**src/rtl/fetch_pkg.sv**
```systemverilog
`default_nettype none
// ============================================================================
//  Module      : fetch_pkg
//  Description : Shared types and constants for the instruction fetch stage:
//                FSM state encoding, opcode field width, the immediate-class
//                opcodes and the helper that classifies an opcode.
//  Revision    : 1.0  initial release
// ============================================================================
package fetch_pkg;

    // Width of the opcode field held in instruction[15:11].
    localparam int unsigned c_opcode_w = 5;

    // Opcodes whose instruction is followed by a 16-bit immediate word.
    localparam logic [c_opcode_w-1:0] c_op_ldm  = 5'b11000;
    localparam logic [c_opcode_w-1:0] c_op_iadd = 5'b11001;
    localparam logic [c_opcode_w-1:0] c_op_ldd  = 5'b11010;
    localparam logic [c_opcode_w-1:0] c_op_std  = 5'b11011;

    // Opcode of the no-operation instruction.
    localparam logic [c_opcode_w-1:0] c_op_nop  = 5'b00000;

    // Fetch FSM: FETCH takes a first word, IMM takes the immediate word.
    typedef enum logic [0:0] {
        FETCH = 1'b0,
        IMM   = 1'b1
    } fetch_state_e;

    // True when the opcode is one of the two-word immediate instructions.
    function automatic logic is_imm(input logic [c_opcode_w-1:0] opcode);
        return (opcode == c_op_ldm)  || (opcode == c_op_iadd) ||
               (opcode == c_op_ldd)  || (opcode == c_op_std);
    endfunction

endpackage : fetch_pkg
`default_nettype wire

```
**src/rtl/pc_select.sv**
```systemverilog
`default_nettype none
// ============================================================================
//  Module      : pc_select
//  Description : Combinational priority mux for control-flow redirects.
//                Interrupt beats memory (RET/RTI) beats branch.
//  Ports       : branch_taken / branch_target       - branch redirect
//                pc_choose_memory / mem_pc          - stack-popped PC redirect
//                pc_choose_interrupt                - jump to INT_VECTOR
//                redirect_pc                        - selected target
//                redirect                           - any redirect requested
//  Revision    : 1.0  initial release
// ============================================================================
module pc_select #(
    parameter logic [31:0] INT_VECTOR = 32'h0000_0002
) (
    input  logic        branch_taken,
    input  logic [31:0] branch_target,
    input  logic        pc_choose_memory,
    input  logic [31:0] mem_pc,
    input  logic        pc_choose_interrupt,
    output logic [31:0] redirect_pc,
    output logic        redirect
);

    always_comb begin
        redirect    = 1'b0;
        redirect_pc = branch_target;
        if (pc_choose_interrupt) begin
            redirect    = 1'b1;
            redirect_pc = INT_VECTOR;
        end else if (pc_choose_memory) begin
            redirect    = 1'b1;
            redirect_pc = mem_pc;
        end else if (branch_taken) begin
            redirect    = 1'b1;
            redirect_pc = branch_target;
        end
    end

endmodule : pc_select
`default_nettype wire

```
**src/rtl/fetch_stage.sv**
```systemverilog
`default_nettype none
// ============================================================================
//  Module      : fetch_stage
//  Description : Instruction fetch stage and IF/ID pipeline register. Owns the
//                PC, assembles two-word immediate instructions into a single
//                IF/ID entry and applies redirects, flushes and stalls.
//  Ports       : clk, reset (sync, active-low)
//                imem_addr / imem_data              - instruction memory
//                stall_fetch, pc_write, flush_fetch - pipeline control
//                branch_*, pc_choose_*, mem_pc      - redirect sources
//                pc                                 - current PC
//                instruction, pc_plus_one_fetch,
//                ldm_value_fetch                    - IF/ID register
//                imm_pending                        - FSM is in IMM
//  Revision    : 1.0  initial release
// ============================================================================
module fetch_stage
    import fetch_pkg::*;
#(
    parameter logic [31:0] RESET_PC   = 32'h0000_0000,
    parameter logic [31:0] INT_VECTOR = 32'h0000_0002,
    parameter logic [15:0] NOP_WORD   = 16'h0000
) (
    input  logic        clk,
    input  logic        reset,
    output logic [31:0] imem_addr,
    input  logic [15:0] imem_data,
    input  logic        stall_fetch,
    input  logic        pc_write,
    input  logic        flush_fetch,
    input  logic        branch_taken,
    input  logic [31:0] branch_target,
    input  logic        pc_choose_memory,
    input  logic [31:0] mem_pc,
    input  logic        pc_choose_interrupt,
    output logic [31:0] pc,
    output logic [15:0] instruction,
    output logic [31:0] pc_plus_one_fetch,
    output logic [15:0] ldm_value_fetch,
    output logic        imm_pending
);

    fetch_state_e state_q, state_d;
    logic [31:0]  pc_q, pc_d;
    logic [15:0]  pending_q, pending_d;
    logic [15:0]  instr_q, instr_d;
    logic [31:0]  ppo_q, ppo_d;
    logic [15:0]  ldm_q, ldm_d;
    logic         imm_pending_q, imm_pending_d;

    logic [31:0]           w_redirect_pc;
    logic                  w_redirect;
    logic [31:0]           w_pc_inc;
    logic [c_opcode_w-1:0] w_opcode;

    pc_select #(
        .INT_VECTOR (INT_VECTOR)
    ) u_pc_select (
        .branch_taken        (branch_taken),
        .branch_target       (branch_target),
        .pc_choose_memory    (pc_choose_memory),
        .mem_pc              (mem_pc),
        .pc_choose_interrupt (pc_choose_interrupt),
        .redirect_pc         (w_redirect_pc),
        .redirect            (w_redirect)
    );

    // Modulo-2^32 increment: 32'hFFFF_FFFF wraps to 0 silently.
    assign w_pc_inc = pc_q + 32'd1;
    assign w_opcode = imem_data[15:11];

    always_comb begin
        state_d   = state_q;
        pc_d      = pc_q;
        pending_d = pending_q;
        instr_d   = instr_q;
        ppo_d     = ppo_q;
        ldm_d     = ldm_q;

        if (w_redirect) begin
            // Redirect wins over stall and pc_write so control flow is never lost.
            pc_d      = w_redirect_pc;
            instr_d   = NOP_WORD;
            state_d   = FETCH;
            pending_d = NOP_WORD;
        end else if (flush_fetch) begin
            instr_d   = NOP_WORD;
            state_d   = FETCH;
            pending_d = NOP_WORD;
        end else if (stall_fetch) begin
            // Everything holds.
        end else if (!pc_write) begin
            instr_d = NOP_WORD;
        end else begin
            case (state_q)
                FETCH: begin
                    pc_d = w_pc_inc;
                    if (is_imm(w_opcode)) begin
                        // Park the opcode word; a bubble goes down while the
                        // immediate word is fetched.
                        pending_d = imem_data;
                        instr_d   = NOP_WORD;
                        state_d   = IMM;
                    end else begin
                        instr_d = imem_data;
                        ppo_d   = w_pc_inc;
                    end
                end
                IMM: begin
                    // The word on imem_data is raw immediate data, never decoded.
                    instr_d = pending_q;
                    ldm_d   = imem_data;
                    ppo_d   = w_pc_inc;
                    pc_d    = w_pc_inc;
                    state_d = FETCH;
                end
                default: begin
                    state_d = FETCH;
                end
            endcase
        end
    end

    // Registered decode of the next state, so the flag never depends on inputs.
    assign imm_pending_d = (state_d == IMM);

    always_ff @(posedge clk) begin
        if (!reset) begin
            state_q       <= FETCH;
            pc_q          <= RESET_PC;
            pending_q     <= 16'h0000;
            instr_q       <= NOP_WORD;
            ppo_q         <= 32'h0000_0000;
            ldm_q         <= 16'h0000;
            imm_pending_q <= 1'b0;
        end else begin
            state_q       <= state_d;
            pc_q          <= pc_d;
            pending_q     <= pending_d;
            instr_q       <= instr_d;
            ppo_q         <= ppo_d;
            ldm_q         <= ldm_d;
            imm_pending_q <= imm_pending_d;
        end
    end

    assign imem_addr         = pc_q;
    assign pc                = pc_q;
    assign instruction       = instr_q;
    assign pc_plus_one_fetch = ppo_q;
    assign ldm_value_fetch   = ldm_q;
    assign imm_pending       = imm_pending_q;

endmodule : fetch_stage
`default_nettype wire

```
**config.mk**
```make
export PLATFORM = sky130hd
export DESIGN_NAME = fetch_stage
export DESIGN_NICKNAME = d
export VERILOG_FILES = /design/src/rtl/fetch_pkg.sv /design/src/rtl/pc_select.sv /design/src/rtl/fetch_stage.sv
export SDC_FILE = /design/constraint.sdc
export NUM_CORES = 1
export LEC_CHECK = 0
export ABC_AREA = 0
export BUFFER_PORTS_ARGS = -buffer_cell sky130_fd_sc_hd__buf_2
export CORE_ASPECT_RATIO = 2
export CORE_MARGIN = 2
export CORE_UTILIZATION = 50
export CTS_CLUSTER_DIAMETER = 40
export DETAILED_ROUTE_END_ITERATION = 10
export PLACE_DENSITY = 0.81
export SLEW_MARGIN = 20
export SYNTH_ARGS = -nofsm -noshare
export SYNTH_HDL_FRONTEND = slang
export SYNTH_SLANG_ARGS = --single-unit
export TNS_END_PERCENT = 5
```
**constraint.sdc**
```tcl
create_clock -name clk -period 2.8 [get_ports clk]
set_clock_uncertainty 0.15 [all_clocks]
set_input_delay 0.42 -clock clk [delete_from_list [all_inputs] [get_ports clk]]
set_output_delay 0.42 -clock clk [all_outputs]
set_load 0.005 [all_outputs]
```
# After elaboration in Yosys (flattened, before gate mapping)
# Cells that the tools add are included.
# Widths: inputs -> output; s select.
# totals
reg_bits	113
input_bits	88
out_inout_bits	129
# classes
addsub	1
eq_ne	7
n_mux	16
n_bitwise	5
n_reduce_logical	10
# ops
operator	n
$mux 32	7
$pmux 32 s2	1
$add 32x1->32 const B	1
$mux 16	2
$pmux 16 s2	1
$eq 5x5->1 const B	4
$reduce_and 5->1	2
$not 1->1	5
$mux 1	4
$ne 2x1->1 const B	2
$reduce_and 4->1	1
$logic_or 1x1->1	3
$reduce_and 3->1	1
$reduce_or 3->1	1
$ne 2x2->1 const B	1
$pmux 1 s2	1
$reduce_and 2->1	1
$reduce_bool 2->1	1

# Depth between registers and ports, before layout
# Gate-level depths: netlist of run 1.
# depth
depth_word	7
ltp_mapped	8
mapped_depth_nobuf	6

# Cells and area by module
# From an unflattened synthesis of run 1, not the netlist that was laid out.
# unflattened
hier_cells	761
area_unflattened_um2	6123.4
# by_module_without_submodules
module	n_inst	cells_per_inst	area_each_um2	seq_area_each_um2
fetch_stage	1	688	5586.6	2262.2
pc_select	1	73	536.8	0.0

# Worst setup path after synthesis of run 1
# Ideal clock, no wire load.
# synth_path
path_kind	register to register
startpoint	register pc_q[0] (netlist: imem_addr[0])
endpoint	register pc_q[26] (netlist: imem_addr[26])
arrival_time_ps	1977
slack_ps	595
stages_incl_launch_ff	7
synth_period_minus_slack_ps	2205
cell_sequence	dfxtp_1 ha_1 and3_1 nand4_1 nor3_1 mux2_2 nor3_1
# synth_via
elab_chain_len	5
# synth_lines
element	line	text
from (decl)	fetch_stage.sv:44	logic [31:0] pc_q, pc_d;
from (signal assigned)	fetch_stage.sv:138	pc_q <= pc_d;
$add 32x1->32	fetch_stage.sv:69	assign w_pc_inc = pc_q + 32'd1;
$mux 32	fetch_stage.sv:92	end else if (!pc_write) begin
$mux 32	fetch_stage.sv:90	end else if (stall_fetch) begin
$mux 32	fetch_stage.sv:86	end else if (flush_fetch) begin
$mux 32	fetch_stage.sv:80	if (w_redirect) begin
# No other way between the ends. The select of a mux whose other input is x is not followed.
# A chain may end at the register's enable or synchronous reset.

# Worst setup path in the final report of run 1
# layout_path
startpoint	register pc_q[1] (netlist: imem_addr[1])
endpoint	register pc_q[28] (netlist: imem_addr[28])
# Same word-level chain as after synthesis.

==> results of run 1 <==
-- tightest hold or removal path, delay by kind of cell --
kind | cells | cell delay (ps)
muxes | 1 | 60
buffers and inverters | 1 | 90
and+or+nand+nor | 1 | 70
-- state kept, by name, summed over array words and instances, names as in the netlist --
name	flops
pending_q	16
ldm_value_fetch	16
imm_pending	1
pc_plus_one_fetch	32
imem_addr	32
instruction	16
-- logic make-up after synthesis --
logic type	count (synthesis)	share of synthesized area, %
buffers and inverters	89	8.27
XOR/XNOR	38	5.67
AND/OR/NAND/NOR	235	19.4
adder cells (fa/ha/maj)	1	0.213
flip-flops	113	38.5
AO/OA/AOI/OAI	150	15.8
multiplexers	69	12.1
-- layout make-up --
type                       count  area (um^2)
clock buffer                  20          447
clock inverter                12          159
fill                        1006         4080
inverter                       9         33.8
multi-input combinational    493         3130
sequential                   113         2260
tap                          145          181
timing repair buffer         239         1270
-- worst paths after layout --
check	startpoint	end	cells past startpoint
setup reg to reg	imem_addr[1]	imem_addr[28]	6
hold / removal	imem_data[14]	ldm_value_fetch[14]	3
setup / recovery	imem_addr[1]	imem_addr[28]	6
hold reg to reg	pending_q[13]	pending_q[13]	2
-- power groups by stage --
| stage | Clock [uW] | Combinational [uW] | Sequential [uW] |
|---|---|---|---|
| 2_1_floorplan | 0 | 216 | 1690 |
| 3_3_place_gp | 0 | 354 | 1690 |
| 3_5_place_dp | 0 | 362 | 1700 |
| 4_1_cts | 2250 | 366 | 1660 |
| 5_1_grt | 2320 | 399 | 1670 |
| 6_report | 2230 | 369 | 1660 |
-- per-stage QoR --
step                worst slack [ps]  power (uW)  cell area (um^2)  hold WS (ps)  std cells
detailed placement               410        2060              6880           270        999
global placement                 490        2050              6880           266        999
finish                           292        4260              7480           110       1031
CTS                              376        4270              7480           107       1031
floorplan                        595        1910              5870           259        695
global route                    65.2        4380              7480           126       1031
-- per-layer routing --
metal	routed length (um)	track usage, %	vias up
met2	8510	45.3	351
met3	1700	7.68	57
met1	7080	34.2	2716
met5	0	0	-
met4	614	12.2	0
li1	-	-	2821
-- placed cells by master, fill, tap and decap left out, types with 5 or more instances in the layout --
cell type / synthesis / routed
nor2_1: 105 / 105
o22ai_1: 13 / 13
a22oi_1: 25 / 25
a21oi_1: 41 / 41
a31oi_1: 6 / 6
mux2_2: 18 / 18
dfxtp_1: 113 / 113
inv_1: 9 / 8
nor4_1: 11 / 11
o21ai_0: 35 / 35
nand4_1: 12 / 12
and3_1: 5 / 5
and4_1: 6 / 6
nand2_1: 35 / 35
nand3_1: 16 / 16
xnor2_1: 24 / 24
xor2_1: 14 / 14
clkinvlp_4: 0 / 5
buf_2: 12 / 216
a211oi_1: 20 / 20
buf_4: 36 / 22
mux2i_1: 51 / 51
clkbuf_16: 0 / 17
nor3_1: 27 / 26
==> results.toml, run 1 <==
[logic_synthesis]
synthTopCellsByCount = "dfxtp_1, nor2_1, mux2i_1, a21oi_1, buf_4"
synth_most_common_cell = "dfxtp_1"
syn-cell-area_um2 = 5870
ys_seq_area_share_pct = 38.5
async_flop_share_pct = 0
netlist_instances = 695
avgSynthCellArea_um2 = 8.45
ys_seq_elements = 113
synth_cell_types = 47
synth_edf_count = 0
yosys_warnings = 0
netlist.top_cell.by_area = "dfxtp_1"
synth.area.top_cells = "dfxtp_1, mux2i_1, nor2_1"
synthFlopType = "dfxtp_1"
synth_top_area_share_pct = 38.5
synthesis.nets = 784

[critical_path]
worstPathArrival_ps = 2700
cp_top_family = "simple AND/OR/NAND/NOR gates"
cpMostUsedCell = "nor3_1"
setup.worst_path.class = "reg2reg"
cpMaxStageDelayCell = "dfxtp_1"
cp_slowest_stage_delay_ps = 430
path_cells = "ha_1, and3_1, nand4_1, nor3_1, mux2_2, nor3_1"
endpoint_kind = "flop"
rrSetupSlack_ps = 290
cp_data_required_time_ps = 2990
path_buf_inv = 0
cp-start-kind = "flop"
path_max_fanout = 7

[timing]
slew_headroom_pct = 29.1
setup_violations = 0
period_minus_slack_ps = 2510
setup_tns_ps = 0
min_period_over_period_pct = 89.6
slew_violations = 0
hold_viol_final = 0
rsz0062_at_grt = "no"
tightest_slew_ps = 1060
clock.fmax_ghz = 0.399

[drt]
wirelength_um = 17900
dr.pass1.iters = 5
vias = 5945
antenna_left = 0
dr.first_iter.drc_count = 479
drc = 0
routed_via_density = 5.77
routedWlPerCell_um = 17.4

[clock_tree]
cts.sinks = 113
cts_buffers = 17
cts_resized = 0
clock_latency_ps = 420
ctsHoldBuffers = 0
cts_max_level = 4
cts_setup_buffers = 0
cts_tree = "done"
clkTransAtPathRegs_ps = 50
clockBufferDepth = 2
clockRootBuffer = "clkbuf_16"

[pwr]
p_comb_share_pct = 8.6
seqPwrFrac_pct = 39.0
power.share.clock_pct = 52.3
swShare_pct = 24.4
netSwitchingPower_uw = 1040
powerDensity_nw_per_um2 = 570
peakVddDrop_v = 0.000491
cellLeakagePower_uw = 0.00321
power.internal_uw = 3220

[floorplanning]
rows = 56
die-area_um2 = 12700
dieWidth_um = 80.6
core_um2 = 11600
start_util_pct = 50.8
die_h_um = 157
ioPinCount = 217

[global_routing]
grt.overflow.total = 0
grtUsageTotal_pct = 27.9
grt_pass1_wl_um = 27200
grt_antenna_before_repair = 1
grt_pass1_vias = 5342
grt_max_degree = 63

[final_layout]
final_util_pct = 64.7
nets = 962
syn_to_final_growth_pct = 27.4
layout-drive-gt1-share_pct = 33.9
n_antenna_cell = 0

[placement]
dp_hpwl_um = 12800
place.gp.congestion = 0.913
io_buffer_count = 216

[run_status]
outcome = "finished clean"

[min_path]
min_path_type = "in2reg"

[job]
drv_cap = 0
Note: power is estimated with default switching activity, not from simulation.
==> run 2, diff against run 1 <==
--- a/config.mk
+++ b/config.mk
@@ -7,7 +7,7 @@
 export LEC_CHECK = 0
 export ABC_AREA = 0
 export BUFFER_PORTS_ARGS = -buffer_cell sky130_fd_sc_hd__buf_2
-export CORE_ASPECT_RATIO = 2
+export CAP_MARGIN = 20
 export CORE_MARGIN = 2
 export CORE_UTILIZATION = 50
 export CTS_CLUSTER_DIAMETER = 40
==> run 2 against run 1 <==
  * Setup slack worse by 4.3 ps
  * Clock power is 13% higher
  * Die area is 0.42% lower
  * Critical path type unchanged
  * Largest cell class unchanged
  * Highest routed layer unchanged
==> results.toml, run 2 (synthesized netlist as in run 1, its figures left out) <==
[floorplanning]
die-area_um2 = 12600
dieWidth_um = 112
die_h_um = 112
start_util_pct = 51.4
core_um2 = 11400
ioPinCount = 217
rows = 39

[final_layout]
final_util_pct = 65.8
layout-drive-gt1-share_pct = 33.5
nets = 956
final_cell_mix = "buf_2, dfxtp_1, nor2_1"
fillers = 965
syn_to_final_growth_pct = 28.0
n_antenna_cell = 0
final_common_cell = "buf_2"

[placement]
place.gp.congestion = 0.912
dp_hpwl_um = 12400
io_buffer_count = 216
dp_slack_ps = 408

[run_status]
outcome = "finished clean"

[critical_path]
cpMaxStageDelayCell = "nor3_1"
crit_start = "imem_addr[1]"
endpoint = "imem_addr[26]"
worstPathArrival_ps = 2680
reg2reg_to = "imem_addr[26]"
cp_top_family = "simple AND/OR/NAND/NOR gates"
rrSetupSlack_ps = 290
cpMostUsedCell = "nor3_1"
cp_num_cells = 6
cp_data_required_time_ps = 2970
path_max_fanout = 7
cp-start-kind = "flop"
path_buf_inv = 0
rr_worst_depth = 6
path_cells = "ha_1, and3_1, nand4_1, nor3_1, mux2_2, nor3_1"
setup.worst_path.class = "reg2reg"
endpoint_kind = "flop"
cp_slowest_stage_delay_ps = 440
rr_startpoint = "imem_addr[1]"

[clock_tree]
cts_max_level = 4
clockRootBuffer = "clkbuf_16"
clkTransAtPathRegs_ps = 60
cts_setup_buffers = 0
cts.sinks = 113
cts_tree = "done"
clockBufferDepth = 2
ctsHoldBuffers = 0
cts_buffers = 17
cts_resized = 0
clock_latency_ps = 400

[drt]
dr.first_iter.drc_count = 594
routedWlPerCell_um = 17.0
vias = 5878
dr.pass1.iters = 5
wirelength_um = 17400
antenna_left = 0
drc = 0
routed_via_density = 5.75

[timing]
slew_headroom_pct = 34.1
period_minus_slack_ps = 2510
min_period_over_period_pct = 89.7
tightest_slew_ps = 985
hold_viol_final = 0
rsz0062_at_grt = "no"
holdWs_ps = 138
slew_violations = 0
clock.fmax_ghz = 0.398
setup_violations = 0
layout_setup_ws_ps = 288
setup_tns_ps = 0

[global_routing]
grt_max_degree = 39
grt_pass1_vias = 5486
grt.overflow.total = 0
grt_pass1_wl_um = 27800
grtUsageTotal_pct = 27.3
grt_antenna_before_repair = 0

[pwr]
cellLeakagePower_uw = 0.00324
powerDensity_nw_per_um2 = 604
peakVddDrop_v = 0.000558

[min_path]
min_path_type = "in2reg"
min-delay-start = "imem_data[4]"

[job]
drv_cap = 0
==> run 2: worst min path at each step <==
stage	endpoint	slack, ps	cells after the start
after floorplan	pending_q[13]	260	2
after global placement	pending_q[13]	270	2
after detailed placement	pending_q[13]	270	2
after CTS	ldm_value_fetch[4]	130	3
after global routing	ldm_value_fetch[0]	140	3
final	ldm_value_fetch[4]	140	3
==> run 2: final cells by class <==
class | instances | area, um^2 | share of cell area [%]
inverters | 9 | 33.8 | 0.450
flip-flops and latches | 113 | 2260 | 30.1
clock inverters | 14 | 249 | 3.31
repair buffers | 233 | 1220 | 16.3
clock buffers | 18 | 439 | 5.85
multi-input cells | 493 | 3130 | 41.6
well taps | 143 | 179 | 2.38
==> run 2: metal layers <==
metal | part of all wire [%] | vias to the layer above | GRT usage (%)
met1 | 41 | 2688 | 35.2
met2 | 47 | 356 | 45.1
met4 | 2.3 | 0 | 10.3
li1 | - | 2802 | -
met5 | 0 | - | 0
met3 | 9.2 | 32 | 5.83
==> run 2: power by group <==
group | total, uW | switching (uW) | internal [uW]
sequential | 1660 | 35.0 | 1630
clock | 2520 | 805 | 1710
combinational | 359 | 195 | 164
==> run 2: through the flow <==
stage,total power (uW),instances,instance area [um^2]
finish,4540,1023,7510
global route,4680,1023,7510
CTS,4550,1023,7510
detailed placement,2050,991,6820
global placement,2050,991,6820
floorplan,1910,695,5870
==> run 2: worst reg2reg max path, stage by stage (launching register included) <==
cell and delay [ps]:
dfxtp_1 410, ha_1 270, and3_1 290, nand4_1 310
nor3_1 440, mux2_2 380, nor3_1 180
==> run 3, diff against run 2 <==
--- a/config.mk
+++ b/config.mk
@@ -6,13 +6,13 @@
 export NUM_CORES = 1
 export LEC_CHECK = 0
 export ABC_AREA = 0
-export BUFFER_PORTS_ARGS = -buffer_cell sky130_fd_sc_hd__buf_2
 export CAP_MARGIN = 20
 export CORE_MARGIN = 2
-export CORE_UTILIZATION = 50
+export CORE_UTILIZATION = 60
 export CTS_CLUSTER_DIAMETER = 40
 export DETAILED_ROUTE_END_ITERATION = 10
-export PLACE_DENSITY = 0.81
+export DONT_BUFFER_PORTS = 1
+export PLACE_DENSITY = 0.76
 export SLEW_MARGIN = 20
 export SYNTH_ARGS = -nofsm -noshare
 export SYNTH_HDL_FRONTEND = slang
==> run 3 against run 2 <==
  * Count of clock-buffer cells in the layout is 1 lower
  * Combinational power down 21%
  * Non-clock buffer count is 179 lower
  * First-iteration DRC count fell by 46%
  * Setup slack improved by 62 ps
  * Highest routed layer unchanged
  * Wire length up 1.2%
  * Critical endpoint unchanged
  * Cell area shrank 11%
  * Hold slack lost 120 ps
  * Die area down 16%
  * Register-to-register slack gained 60 ps
  * Final cell count down 18%
  * Maximum frequency grew 2.5%
==> results.toml, run 3 (synthesized netlist as in run 1, its figures left out) <==
[run_status]
outcome = "finished clean"

[global_routing]
grtUsageTotal_pct = 31.8
grt.overflow.total = 0
grt_antenna_before_repair = 2
grt_pass1_vias = 4967
grt_pass1_wl_um = 25700
grt_max_degree = 40

[placement]
place_area_um2 = 5820
dp_hpwl_um = 11800
dp_cells = 776
place.gp.congestion = 0.871
io_buffer_count = 0
dp_slack_ps = 411

[timing]
tightest_slew_ps = 1030
setup_violations = 0
hold_viol_final = 0
holdWs_ps = 15.8
layout_setup_ws_ps = 350
clock.fmax_ghz = 0.408
setup_tns_ps = 0
slew_headroom_pct = 31.2
slew_violations = 0
period_minus_slack_ps = 2450
min_period_over_period_pct = 87.5
rsz0062_at_grt = "no"

[final_layout]
fin_area_um2 = 6680
layout-drive-gt1-share_pct = 13.0
nets = 777
syn_to_final_growth_pct = 13.8
final_cells = 836
final_common_cell = "dfxtp_1"
final_cell_mix = "dfxtp_1, nor2_1, mux2i_1"

[critical_path]
cp-start-kind = "flop"
path_max_fanout = 7
cp_data_required_time_ps = 3080
setup.worst_path.class = "reg2reg"
endpoint_kind = "flop"
rrSetupSlack_ps = 350
worstPathArrival_ps = 2730

[job]
drv_cap = 0

[min_path]
min_path_type = "in2reg"

[clock_tree]
clockRootBuffer = "clkbuf_8"
cts_tree = "done"
clockBufferDepth = 2
cts.sinks = 113
clock_latency_ps = 520
clkTransAtPathRegs_ps = 60
cts_buffers = 17
cts_max_level = 4

[drt]
drc = 0
dr.first_iter.drc_count = 320
vias = 5270
routed_via_density = 6.30
wirelength_um = 17600
antenna_left = 0
routedWlPerCell_um = 21.1
dr.pass1.iters = 5

[pwr]
powerDensity_nw_per_um2 = 617
peakVddDrop_v = 0.000356
cellLeakagePower_uw = 0.00232

[floorplanning]
die-area_um2 = 10600
rows = 36
core_um2 = 9640
start_util_pct = 60.9
ioPinCount = 217
die_h_um = 103
dieWidth_um = 103
## run 3: cell count changes in the layout (fill, tap and decap cells not counted), sizes merged
cell	change
buf	-205
inv	-3
clkinv	+7
dlygate4sd3	+26
diode	+2
clkbuf	-1
bufinv	-3
## run 3: worst max-delay path: stages, from the launching register on
cell	delay [ps]
dfxtp_1	340
ha_1	250
and3_1	320
nand4_1	320
nor3_1	410
mux2_2	370
nor3_1	190
## run 3: final cells by class
type                       instances  area, um^2
clock buffer                      17         414
inverter                           9        33.8
multi-input combinational        493        3130
sequential                       113        2260
fill                             784        2960
timing repair buffer              54         483
tap                              133         166
antenna                            2        5.00
clock inverter                    15         185
## run 3: power by group
| group | leakage [uW] | total, uW | internal (uW) | switching (uW) |
|---|---|---|---|---|
| combinational | 0.00111 | 284 | 129 | 155 |
| sequential | 0.000913 | 1660 | 1630 | 34.8 |
| clock | 0.000294 | 2170 | 1360 | 808 |
| total | 0.00232 | 4120 | 3120 | 998 |
## run 3: what timing repair did
item	CTS	global route
hold buffers	26	0
hold endpoints to repair	76	0
resized for setup	0	0
setup endpoints to repair	0	0
setup buffers	0	0
## run 3: per-stage QoR
| stage | total power (uW) | utilization, % |
|---|---|---|
| final | 4120 | 69.3 |
| after global routing | 4250 | 69.3 |
| after CTS | 4120 | 69.3 |
| after detailed placement | 1930 | 60.3 |
| after global placement | 1920 | 60.3 |
| after floorplan | 1910 | - |
## run 3: worst paths after layout
check,from,end,cells after the start
hold reg to reg,pending_q[13],pending_q[13],2
setup / recovery,imem_addr[0],imem_addr[26],6
hold / removal,mem_pc[31],imem_addr[31],2
setup reg to reg,imem_addr[0],imem_addr[26],6
## run 3: layer usage
metal	vias to the layer above	GRT usage (%)	part of all wire, %
li1	2461	-	-
met1	2508	36.7	39
met3	32	8.41	9.3
met2	269	55.6	49
met5	-	0	0
met4	0	13.2	2.3
